==> src/rtl/ky11_blkmove.sv <==
// ky11_blkmove: block-transfer engine driving KY's DMA address/data registers.
// One ARM command moves a run of Unibus words or bytes through a 16-word FIFO.
module ky11_blkmove #(
  parameter int FIFOLOG = 4,
  parameter int POLLMAX = 2047
) (
  input  logic        CLOCK,
  input  logic        RESET,
  input  logic        armwrite,
  input  logic [2:0]  armraddr,
  input  logic [2:0]  armwaddr,
  input  logic [31:0] armwdata,
  output logic [31:0] armrdata,
  input  logic        init_in_h,
  input  logic        ky_armbusy,
  output logic        ky_write,
  output logic [2:0]  ky_waddr,
  output logic [31:0] ky_wdata,
  output logic [2:0]  ky_raddr,
  input  logic [31:0] ky_rdata
);
  localparam int DEPTH = 1 << FIFOLOG;
  localparam int WDW = $clog2(POLLMAX + 2);
  localparam logic [WDW-1:0] WDMAX = WDW'(POLLMAX);

  typedef enum logic [2:0] {
    S_IDLE  = 3'd0,
    S_LOAD  = 3'd1,
    S_START = 3'd2,
    S_POLL  = 3'd3,
    S_FETCH = 3'd4,
    S_NEXT  = 3'd5,
    S_FAIL  = 3'd6
  } state_t;

  state_t state;
  logic busy, fail, abort_pend, polled;
  logic [1:0] ctrl;
  logic [17:0] curaddr;
  logic [11:0] remaining;
  logic [WDW-1:0] wd;

  logic [15:0] fifo [DEPTH];
  logic [FIFOLOG-1:0] wptr, rptr;
  logic [FIFOLOG:0] level;
  logic [15:0] head, pdata;
  logic empty, full;

  logic wr1, start_wr, abort_wr, arm_push, arm_pop;
  logic dati, done, abort_any, poll_done;
  logic load_go, start_go, abort_go, flush;
  logic push, do_push, do_pop;
  logic unused_ok;

  assign head = fifo[rptr];
  assign empty = (level == '0);
  assign full = level[FIFOLOG];

  assign wr1 = armwrite && (armwaddr == 3'd1);
  assign start_wr = wr1 && armwdata[31];
  assign abort_wr = wr1 && armwdata[30];
  assign arm_push = armwrite && (armwaddr == 3'd3);
  assign arm_pop = armwrite && (armwaddr == 3'd4);

  assign dati = (ctrl == 2'd0);
  assign done = (ky_rdata[31:29] == 3'd0);
  assign abort_any = abort_wr || abort_pend;
  assign poll_done = (state == S_POLL) && polled && done;

  // A bus write is only issued in a cycle the ARM leaves KY alone
  assign load_go = (state == S_LOAD) && !empty
                   && !ky_armbusy && !abort_wr;
  assign start_go = (state == S_START) && !(dati && full)
                    && !ky_armbusy && !abort_wr;
  assign abort_go = abort_any && ((state == S_LOAD)
                    || (state == S_START) || (state == S_NEXT)
                    || (poll_done && !ky_rdata[28]));
  assign flush = abort_go || ((state == S_IDLE) && start_wr
                 && (remaining != '0) && (armwdata[27:26] == 2'd0));

  assign push = (state == S_FETCH) || arm_push;
  assign pdata = (state == S_FETCH) ? ky_rdata[15:0] : armwdata[15:0];
  assign do_pop = (load_go || arm_pop) && !empty;
  assign do_push = push && (!full || do_pop);

  assign unused_ok = ^{init_in_h, ky_rdata[27:16],
                       armwdata[29:28], armwdata[25:18]};

  always_ff @(posedge CLOCK or posedge RESET) begin
    if (RESET) begin
      wptr <= '0;
      rptr <= '0;
      level <= '0;
    end else if (flush) begin
      wptr <= '0;
      rptr <= '0;
      level <= '0;
    end else begin
      if (do_push) wptr <= wptr + 1'b1;
      if (do_pop) rptr <= rptr + 1'b1;
      if (do_push && !do_pop) level <= level + 1'b1;
      else if (!do_push && do_pop) level <= level - 1'b1;
    end
  end

  always_ff @(posedge CLOCK) begin
    if (do_push && !flush) fifo[wptr] <= pdata;
  end

  always_ff @(posedge CLOCK or posedge RESET) begin
    if (RESET) begin
      state <= S_IDLE;
      busy <= 1'b0;
      fail <= 1'b0;
      abort_pend <= 1'b0;
      polled <= 1'b0;
      ctrl <= 2'd0;
      curaddr <= '0;
      remaining <= '0;
      wd <= '0;
    end else begin
      if (armwrite && (armwaddr == 3'd2) && (state == S_IDLE))
        remaining <= armwdata[11:0];
      // A bus cycle in flight is never abandoned; abort waits for done
      if (abort_wr && ((state == S_POLL) || (state == S_FETCH)))
        abort_pend <= 1'b1;
      if (abort_go) begin
        state <= S_IDLE;
        busy <= 1'b0;
        fail <= 1'b1;
        abort_pend <= 1'b0;
      end else begin
        unique case (state)
          S_IDLE: begin
            if (start_wr) begin
              ctrl <= armwdata[27:26];
              curaddr <= armwdata[17:0];
              if (remaining != '0) begin
                busy <= 1'b1;
                fail <= 1'b0;
                state <= (armwdata[27:26] == 2'd0) ? S_START : S_LOAD;
              end
            end
          end
          S_LOAD: if (load_go) state <= S_START;
          S_START: begin
            if (start_go) begin
              state <= S_POLL;
              polled <= 1'b0;
              wd <= '0;
            end
          end
          S_POLL: begin
            polled <= 1'b1;
            if (polled) begin
              if (done && ky_rdata[28]) begin
                state <= S_FAIL;
                busy <= 1'b0;
                fail <= 1'b1;
                abort_pend <= 1'b0;
              end else if (done) begin
                state <= dati ? S_FETCH : S_NEXT;
              end else if (wd == WDMAX) begin
                state <= S_FAIL;
                busy <= 1'b0;
                fail <= 1'b1;
                abort_pend <= 1'b0;
              end else begin
                wd <= wd + 1'b1;
              end
            end
          end
          S_FETCH: state <= S_NEXT;
          S_NEXT: begin
            curaddr <= curaddr + ((ctrl == 2'd3) ? 18'd1 : 18'd2);
            remaining <= remaining - 1'b1;
            if (remaining == 12'd1) begin
              state <= S_IDLE;
              busy <= 1'b0;
            end else begin
              state <= dati ? S_START : S_LOAD;
            end
          end
          S_FAIL: state <= S_IDLE;
          default: state <= S_IDLE;
        endcase
      end
    end
  end

  always_comb begin
    ky_write = load_go || start_go;
    ky_waddr = 3'd0;
    ky_wdata = 32'd0;
    ky_raddr = (state == S_FETCH) ? 3'd4 : 3'd3;
    if (load_go) begin
      ky_waddr = 3'd4;
      ky_wdata = {16'd0, head};
    end else if (start_go) begin
      ky_waddr = 3'd3;
      ky_wdata = {2'b00, 1'b1, 1'b0, ctrl, 8'd0, curaddr};
    end
  end

  always_comb begin
    armrdata = 32'd0;
    case (armraddr)
      3'd0: armrdata = 32'h424D2001;
      3'd1: armrdata = {busy, fail, state, ctrl, 7'd0, curaddr};
      3'd2: armrdata = {4'd0, remaining, 11'd0, level};
      3'd3: armrdata = {15'd0, !empty, head};
      default: armrdata = 32'd0;
    endcase
  end
endmodule

==> config.mk <==
export PLATFORM = sky130hd
export DESIGN_NAME = ky11_blkmove
export DESIGN_NICKNAME = d
export VERILOG_FILES = /design/src/rtl/ky11_blkmove.sv
export SDC_FILE = /design/constraint.sdc
export NUM_CORES = 1
export LEC_CHECK = 0
export ABC_AREA = 1
export ABC_CLOCK_PERIOD_IN_PS = 3300
export BUFFER_PORTS_ARGS = -buffer_cell sky130_fd_sc_hd__buf_2
export CORE_ASPECT_RATIO = 0.9
export CORE_UTILIZATION = 30
export CTS_CLUSTER_DIAMETER = 60
export DETAILED_ROUTE_END_ITERATION = 10
export PLACE_DENSITY = 0.51
export SYNTH_ARGS = -nofsm -noshare
export SYNTH_HDL_FRONTEND = slang
export SYNTH_SLANG_ARGS = --single-unit
==> constraint.sdc <==
create_clock -name CLOCK -period 3.3 [get_ports CLOCK]
set_clock_uncertainty 0.15 [all_clocks]
set_input_delay 0.66 -clock CLOCK [delete_from_list [all_inputs] [get_ports CLOCK]]
set_output_delay 0.66 -clock CLOCK [all_outputs]
set_load 0.05 [all_outputs]
==> results of run 1 <==
[through the flow]
stage,TNS [ps],worst slack [ps],total power [mW]
2_1_floorplan,0,6.09,9.48
3_3_place_gp,0,139,11.4
3_5_place_dp,0,140,11.5
4_1_cts,0,2.32,15.6
5_1_grt,-22.3,-15.0,17.0
6_report,0,58.0,16.1
[cells in the final DEF, fill, tap and decap left out, drive strengths merged, types with 11 or more instances in the layout]
master / instances
a21oi: 80
nand2: 339
o211ai: 76
dfrtp: 64
ha: 13
o21ai: 156
inv: 226
buf: 197
nor2: 112
clkinv: 13
conb: 11
clkbuf: 52
nand4: 12
nor3: 12
xor2: 19
nand3: 160
edfxtp: 256
[worst max-delay path by stage]
stage                             start      endpoint  slack (ps)  depth (start not counted)
floorplan                   armraddr[2]  armrdata[18]           6                          4
global placement            armwaddr[1]   ky_wdata[6]         140                          9
detailed placement          armwaddr[1]   ky_wdata[6]         140                          9
CTS                 rptr[0]$_DFFE_PP0P_  ky_wdata[14]           2                          9
global route        rptr[0]$_DFFE_PP0P_   ky_wdata[6]         -20                         10
finish              rptr[0]$_DFFE_PP0P_   armrdata[8]          60                         10
[cell families after synthesis]
group                    Yosys count  synth area share, %
XOR/XNOR                          24                 1.34
other                              1               0.0238
multiplexers                       2                0.143
flip-flops                       320                 59.1
AO/OA/AOI/OAI                    332                 12.1
adder cells (fa/ha/maj)           15                 1.29
buffers and inverters            321                 8.53
AND/OR/NAND/NOR                  641                 17.5
[repair_timing]
item / in CTS / in global routing
endpoints found under the setup margin: 32 / 32
setup buffers: 2 / 7
pin swaps: 0 / 16
cloned: 0 / 8
resized for setup: 23 / 67
[where the power goes]
part           switching, mW  internal (mW)  leakage [nW]
Sequential             0.380           4.84          3.11
Combinational           4.75           2.25          4.13
Clock                   1.61           2.31         0.545
Total                   6.75           9.40          7.78
[final cells by class]
type | count | area [sq um] | area share [%]
Clock buffer | 46 | 970 | 5.05
Clock inverter | 16 | 160 | 0.834
Sequential cell | 320 | 9300 | 48.4
Inverter | 228 | 861 | 4.48
Multi-Input combinational cell | 1025 | 5310 | 27.6
Tap cell | 688 | 861 | 4.48
Timing Repair Buffer | 203 | 1740 | 9.07
[flip-flops by register name (all words and copies together), names as in the netlist]
register,cells
fail,1
rptr,4
wptr,4
abort_pend,1
busy,1
curaddr,18
fifo,256
state,3
remaining,12
polled,1
ctrl,2
wd,12
level,5
[metal layers]
layer	share of wire [%]	GRT usage, %
met1	47	24.8
met2	45	26.3
met3	6.1	2.35
met4	2.5	5.45
met5	0	0
==> qor.yml, run 1 <==
placement:
  final_weighted_congestion_of_routability_driven_global_placement: 0.967
  dp_hpwl_um: 31100
  post-place-cells: 2447
  dpl-instance-area_sq_um: 17600
  port-buffer-count: 111
logic_synthesis:
  dominantRegCellSynth: "edfxtp_1"
  fraction_of_registers_with_async_set_or_reset_after_synthesis_pct: 20.0
  yosys.area.top_type_share_pct: 48.9
  yosysTopAreaCell: "edfxtp_1"
  yosysMostFrequentCell: "nand2_1"
  synthesis.area_sq_um: 15700
  yosys-top-cells-area: "edfxtp_1 (49%), dfrtp_1 (10%), nand2_1 (8.0%), inv_1 (5.2%), nand3_1 (4.9%)"
  synth_cells: 1656
  number_of_enable_flip_flop_cells_after_synthesis: 256
  netlist_top_cells_count: "nand2_1 (334), edfxtp_1 (256), inv_1 (218), nand3_1 (154), o21ai_0 (139)"
  sequential_fraction_of_the_synthesis_area_pct: 59.1
  synthDistinctLibCells: 47
  synth-seq-cells: 320
  synth-warning-count: 0
  postSynthAreaPerCell_sq_um: 9.50
clocking:
  cts_made_buffers: 36
  cts-root-buf: "clkbuf_16"
  cts_htree_levels: 2
  clock_sinks: 320
  worstSkewPairLatency_ps: 540
  clk_pin_slew_ps: 60
  tritoncts_clock_tree: "built"
  clk_path_buf_depth: 3
  cts_hold_buffers: 0
route:
  drtAntennaViolNets: 0
  dr_total_vias: 12415
  drt-total-wl_um: 48200
  drc: 0
  drt_iter0_markers: 1062
  wl_per_cell_um: 19.1
  drtPass1Iterations: 5
  viasPerCell: 4.91
finish:
  synthToLayoutAreaGrowth_pct: 22.0
  stdcell_count: 2526
  number_of_diodes: 0
  fillCellCount: 5133
  final_design_area_no_fill_sq_um: 19200
  finish.utilization_pct: 37.1
  finalNetCount: 1904
  layout-drive-gt1-share_pct: 18.1
die:
  die_height_um: 219
  core_area_sq_um: 51700
  ioPinCount: 146
  fp.dieArea_sq_um: 53400
  die_w_um: 243
  initial_core_utilization_pct: 30.4
  num_rows: 79
critical_path:
  worst_path_required_ps: 2490
  path_max_fanout: 10
  path_buf_inv: 4
  worst_setup_path_start_kind: "flop"
  crit_path_top_delay_cell: "dfrtp_4"
  critical_path.max_stage_delay_ps: 490
  regToRegStartpoint: "remaining[1]$_DFF_PP0_"
  worstPathArrival_ps: 2430
  crit_type: "reg2out"
  critical_path.endpoint_type: "primary output"
  critical_path.cell_chain: "buf_12 -> buf_12 -> clkbuf_16 -> o211ai_1 -> nand3_1 -> nand3_1 -> nand2_2 -> nand2_1 -> o21ai_0 -> buf_4"
  regToRegSetupSlack_ps: 340
  timing.reg2reg.worst_path_depth: 10
  worst_path_dominant_cell_family: "buffers and inverters"
  crit-reg2reg-capture: "fifo[3][7]$_DFFE_PP_"
sta:
  fmax_ghz: 0.308
  tightest_slew_ps: 1200
  timing.hold.ws_ps: 132
  slew_headroom_pct: 20.0
  finalHoldViolations: 0
  period_minus_slack_ps: 3240
  period_share_pct: 98.2
  drv_slew: 0
  finalSetupViolCount: 0
global_route:
  grt_usage_pct: 17.1
  antenna_violations_before_repair: 0
  maximum_number_of_pins_on_one_net_before_global_route_repair: 82
  grt_pass1_vias: 11019
  grt_first_pass_wirelength_um: 68600
  overflow_left_after_global_routing: 0
power:
  vdd_drop_max_uv: 425
  power.density_nw_per_um2: 841
  p_leak_nw: 7.78
job:
  number_of_max_cap_violations: 0
outcome:
  run_status: "finished clean"
hold_path:
  holdCritPathClass: "in2async"
Power figures use the tool's default switching activity.
==> inputs of run 2 (changes only) <==
--- a/config.mk
+++ b/config.mk
@@ -5,7 +5,7 @@
 export SDC_FILE = /design/constraint.sdc
 export NUM_CORES = 1
 export LEC_CHECK = 0
-export ABC_AREA = 1
+export ABC_AREA = 0
 export ABC_CLOCK_PERIOD_IN_PS = 3300
 export BUFFER_PORTS_ARGS = -buffer_cell sky130_fd_sc_hd__buf_2
 export CORE_ASPECT_RATIO = 0.9
==> qor.yml, run 2 <==
clocking:
  clk_path_buf_depth: 3
  clk_pin_slew_ps: 50
  cts_made_buffers: 38
  tritoncts_clock_tree: "built"
  clock_sinks: 320
  cts-root-buf: "clkbuf_16"
  worstSkewPairLatency_ps: 540
  cts_htree_levels: 2
finish:
  final_design_area_no_fill_sq_um: 18700
  largestRegisters: "fifo: 256 flops, curaddr: 18 flops"
  top_register: "fifo"
  number_of_flip_flops_in_the_largest_register: 256
  stdcell_count: 1938
  finalNetCount: 1329
  final_cell_mix: "edfxtp_1 (256), nand2_1 (106), mux4_2 (80)"
  layout-drive-gt1-share_pct: 31.3
  number_of_diodes: 0
  fillCellCount: 4661
  mostFrequentLayoutCell: "edfxtp_1"
  synthToLayoutAreaGrowth_pct: 24.8
  finish.utilization_pct: 38.1
logic_synthesis:
  yosys-top-cells-area: "edfxtp_1 (51%), mux4_2 (12%), dfrtp_1 (11%), nand2_1 (2.6%), a21oi_1 (2.0%)"
  fraction_of_registers_with_async_set_or_reset_after_synthesis_pct: 20.0
  yosysMostFrequentCell: "edfxtp_1"
  yosysTopAreaCell: "edfxtp_1"
  synth-seq-cells: 320
  sequential_fraction_of_the_synthesis_area_pct: 61.8
  synthesis.area_sq_um: 15000
  yosys.area.top_type_share_pct: 51.2
  netlist_top_cells_count: "edfxtp_1 (256), nand2_1 (106), mux4_2 (80), nor2_1 (67), dfrtp_1 (64)"
  postSynthAreaPerCell_sq_um: 14.2
  synthDistinctLibCells: 84
  number_of_enable_flip_flop_cells_after_synthesis: 256
  dominantRegCellSynth: "edfxtp_1"
  synth_cells: 1060
  synth-warning-count: 0
die:
  die_w_um: 238
  die_height_um: 214
  num_rows: 77
  fp.dieArea_sq_um: 51000
  core_area_sq_um: 49200
  ioPinCount: 146
  initial_core_utilization_pct: 30.5
placement:
  placement.setup.worst_slack_ps: -4.92
  dpl-instance-area_sq_um: 17100
  dp_hpwl_um: 30300
  post-place-cells: 1861
  final_weighted_congestion_of_routability_driven_global_placement: 0.895
  port-buffer-count: 111
route:
  drtPass1Iterations: 5
  drt-total-wl_um: 44200
  drt_iter0_markers: 910
  drc: 0
  wl_per_cell_um: 22.8
  drtAntennaViolNets: 0
  dr_total_vias: 10107
  viasPerCell: 5.22
sta:
  slew_headroom_pct: 41.7
  fmax_ghz: 0.272
  finalWorstSetupSlack_ps: -381
  tightest_slew_ps: 875
  drv_slew: 0
  rsz0062_at_grt: "yes"
  finalSetupViolCount: 32
  period_share_pct: 112
  period_minus_slack_ps: 3680
  final.setup.tns_ps: -9710
  finalHoldViolations: 0
power:
  p_leak_nw: 6.76
  power.density_nw_per_um2: 795
  vdd_drop_max_uv: 337
critical_path:
  path_max_fanout: 8
  crit_type: "reg2out"
  worst_path_required_ps: 2490
  critical_path.endpoint_type: "primary output"
  worstPathArrival_ps: 2870
  worst_setup_path_start_kind: "flop"
global_route:
  overflow_left_after_global_routing: 0
  antenna_violations_before_repair: 0
  maximum_number_of_pins_on_one_net_before_global_route_repair: 44
  grt_usage_pct: 17.4
  grt_first_pass_wirelength_um: 65300
  grt_pass1_vias: 9983
outcome:
  failed_checks: "setup timing"
  run_status: "finished with violations"
job:
  number_of_max_cap_violations: 0
hold_path:
  holdCritPathClass: "in2reg"
==> run 2: cell types whose count changed in the layout (fill, tap and decap cells not counted), sizes merged, moves of 21 or more <==
cell / previous run / this run
nand2: 339 / 106
o211ai: 76 / 6
nand3: 160 / 26
o21ai: 156 / 30
mux4: 0 / 80
inv: 226 / 26
nor2: 112 / 67
a21oi: 80 / 59
==> run 2: metal layers <==
metal	wire length, um	track usage, %
met5	0	0
met3	2740	3.42
met1	19600	23.7
met4	1400	6.77
met2	20500	27.3
==> run 2: power by group <==
part	internal, mW	leakage (nW)	switching (mW)
clock network	2.36	0.577	1.62
registers	4.79	3.07	0.562
logic	2.49	3.11	3.09
total	9.64	6.76	5.26
==> run 2: worst paths after layout <==
kind                                             start                       to  slack [ps]  cells after the start
max in group asynchronous                        RESET  curaddr[14]$_DFFE_PP0P_        1800                      4
worst min register to register        busy$_DFFE_PP0P_         busy$_DFFE_PP0P_         350                      1
worst max register to register  remaining[8]$_DFF_PP0_    fifo[2][14]$_DFFE_PP_         200                      7
min in group asynchronous                        RESET        wd[2]$_DFFE_PP0P_         410                      3
worst max-delay path               rptr[0]$_DFFE_PP0P_              armrdata[9]        -380                      7
worst min-delay path                      armwdata[27]      ctrl[1]$_DFFE_PP0P_         230                      2
==> run 2: critical path: stages, from the launching register on <==
cell and delay, ps:
dfrtp_4 460, buf_6 150, buf_12 140, mux4_2 520
mux4_2 540, mux2i_1 210, nor2_1 100, buf_6 190
==> run 2: layout make-up <==
| class | count | area, sq um | share of cell area (%) |
|---|---|---|---|
| Clock buffer | 47 | 1030 | 5.47 |
| Tap cell | 671 | 840 | 4.48 |
| Inverter | 24 | 90.1 | 0.480 |
| Clock inverter | 21 | 156 | 0.834 |
| Sequential cell | 320 | 9300 | 49.6 |
| Timing Repair Buffer | 207 | 1910 | 10.2 |
| Multi-Input combinational cell | 648 | 5430 | 29.0 |
==> run 2: kinds of logic (layout without fill, tap and decap cells) <==
group	Yosys count	count (layout)	share of synthesized area, %
muxes	104	104	13.7
AOI/OAI and AO/OA	206	206	9.54
xor gates and xnor gates	6	6	0.350
other	1	11	0.0250
and+or+nand+nor	306	306	10.1
DFF	320	320	61.8
buffers and inverters	102	299	3.12
adders and majority gates	15	15	1.35
==> run 2: what timing repair did <==
action,CTS,global route
pin swaps,7,7
setup buffers,5,0
gates cloned,3,0
hold endpoints to repair,5,0
hold buffers,1,0
endpoints found under the setup margin,33,33
gates resized for setup,78,8
==> run 2: stage by stage <==
stage	power, mW	hold WS (ps)
global route	15.6	222
detailed placement	10.5	348
global placement	10.5	342
finish	14.9	232
CTS	15.0	201
floorplan	8.80	320
==> inputs of run 3 (changes only) <==
--- a/config.mk
+++ b/config.mk
@@ -7,12 +7,13 @@
 export LEC_CHECK = 0
 export ABC_AREA = 0
 export ABC_CLOCK_PERIOD_IN_PS = 3300
-export BUFFER_PORTS_ARGS = -buffer_cell sky130_fd_sc_hd__buf_2
 export CORE_ASPECT_RATIO = 0.9
 export CORE_UTILIZATION = 30
+export CTS_BUF_LIST = sky130_fd_sc_hd__clkbuf_4 sky130_fd_sc_hd__clkbuf_8
 export CTS_CLUSTER_DIAMETER = 60
 export DETAILED_ROUTE_END_ITERATION = 10
-export PLACE_DENSITY = 0.51
+export DONT_BUFFER_PORTS = 1
+export PLACE_DENSITY = 0.49
 export SYNTH_ARGS = -nofsm -noshare
 export SYNTH_HDL_FRONTEND = slang
 export SYNTH_SLANG_ARGS = --single-unit
==> qor.yml, run 3 (same netlist as run 2, synthesis figures left out) <==
global_route:
  maximum_number_of_pins_on_one_net_before_global_route_repair: 65
  grt_usage_pct: 17.6
  overflow_left_after_global_routing: 0
  antenna_violations_before_repair: 1
  grt_pass1_vias: 9737
  grt_first_pass_wirelength_um: 65400
sta:
  rsz0062_at_grt: "yes"
  fmax_ghz: 0.266
  tightest_slew_ps: 867
  finalWorstSetupSlack_ps: -462
  finalHoldViolations: 0
  drv_slew: 0
  finalSetupViolCount: 32
  period_share_pct: 114
  slew_headroom_pct: 42.2
  period_minus_slack_ps: 3760
placement:
  final_weighted_congestion_of_routability_driven_global_placement: 0.896
  dpl-instance-area_sq_um: 16900
  port-buffer-count: 0
  dp_hpwl_um: 29600
finish:
  multiInputGateArea_sq_um: 5490
  top_register: "fifo"
  fillCellCount: 4669
  finalNetCount: 1277
  layout-drive-gt1-share_pct: 29.7
  sequential_cell_area_sq_um: 9290
  mostFrequentLayoutCell: "edfxtp_1"
  final_cell_mix: "edfxtp_1 (256), nand2_1 (105), buf_4 (83)"
  number_of_diodes: 0
  synthToLayoutAreaGrowth_pct: 23.1
  largestRegisters: "fifo: 256 flops, curaddr: 18 flops"
  number_of_flip_flops_in_the_largest_register: 256
  final_design_area_no_fill_sq_um: 18500
critical_path:
  timing.reg2reg.worst_path_depth: 10
  path_max_fanout: 7
  worstPathArrival_ps: 2950
  worst_path_required_ps: 2490
  critical_path.endpoint_type: "primary output"
  worst_setup_path_start_kind: "flop"
  crit_type: "reg2out"
route:
  drtAntennaViolNets: 0
  wl_met3_um: 2940
  wl_met1_um: 19900
  drtPass1Iterations: 5
  drc: 0
  viasPerCell: 5.18
  met2_wirelength_um: 21400
  wl_per_cell_um: 23.8
  drt-total-wl_um: 45200
  drt_iter0_markers: 943
  dr_total_vias: 9852
  top_layer_used: "met5"
job:
  number_of_max_cap_violations: 0
clocking:
  tritoncts_clock_tree: "built"
  clk_path_buf_depth: 3
  worstSkewPairLatency_ps: 640
  cts_made_buffers: 55
  cts_htree_levels: 2
  cts-root-buf: "clkbuf_8"
  clock_sinks: 320
  clk_pin_slew_ps: 60
die:
  core_area_sq_um: 49200
  ioPinCount: 146
  initial_core_utilization_pct: 30.5
  die_height_um: 214
  fp.dieArea_sq_um: 51000
  num_rows: 77
  die_w_um: 238
power:
  power.density_nw_per_um2: 801
  totalPowerFinal_mw: 14.8
  vdd_drop_max_uv: 274
  p_leak_nw: 6.55
outcome:
  run_status: "finished with violations"
  failed_checks: "setup timing"
hold_path:
  hold_depth: 2
  holdCritPathClass: "in2reg"
run 3: power breakdown:
part           switching [mW]  total (mW)  internal (mW)
Clock                    1.63        3.72           2.09
Combinational            3.13        5.76           2.63
Sequential              0.539        5.33           4.79
run 3: per-stage QoR:
stage | hold slack [ps] | util [%] | TNS, ps | instances | worst slack [ps]
6_report | 43.3 | 37.6 | -13250 | 1901 | -462
5_1_grt | 37.2 | 37.6 | -16140 | 1901 | -562
4_1_cts | 2.03 | 37.3 | -15640 | 1897 | -550
3_5_place_dp | 351 | 34.3 | 0 | 1782 | 127
3_3_place_gp | 342 | 34.3 | 0 | 1782 | 117
2_1_floorplan | 320 | - | 0 | 1070 | 66.2
run 3: worst max-delay path, stage by stage (launching register included):
cell and delay (ps):
dfrtp_4 480, buf_12 140, clkbuf_16 170, mux4_2 490, mux4_2 560, mux2i_2 200
nor2_1 80, buf_6 190
run 3: what timing repair did:
action	CTS	global route
endpoints found under the hold margin	68	0
cloned	3	3
setup endpoints to repair	34	35
pin swaps	0	2
resized for setup	23	13
buffers inserted	7	2
hold buffers	5	0
run 3: layout make-up:
type / count / share of cell area (%)
flip-flops and latches: 320 / 50.3
multi-input cells: 648 / 29.7
repair buffers: 138 / 8.92
clock buffers: 86 / 5.42
well taps: 671 / 4.54
clock inverters: 14 / 0.704
inverters: 24 / 0.487
run 3: worst paths after layout:
path	start	slack, ps	end
hold / removal	armwdata[1]	40	curaddr[1]$_DFFE_PP0P_
max in group asynchronous	RESET	2230	rptr[0]$_DFFE_PP0P_
setup / recovery	rptr[0]$_DFFE_PP0P_	-460	armrdata[10]
min in group asynchronous	RESET	410	wd[8]$_DFFE_PP0P_
hold reg to reg	busy$_DFFE_PP0P_	370	busy$_DFFE_PP0P_
setup reg to reg	level[3]$_DFFE_PP0P_	270	level[4]$_DFFE_PP0P_
run 3: routing by layer:
layer | vias up | GRT usage (%)
met5 | - | 0
met4 | 2 | 6.17
met3 | 59 | 3.99
met2 | 328 | 27.8
met1 | 5040 | 23.8
li1 | 4423 | -
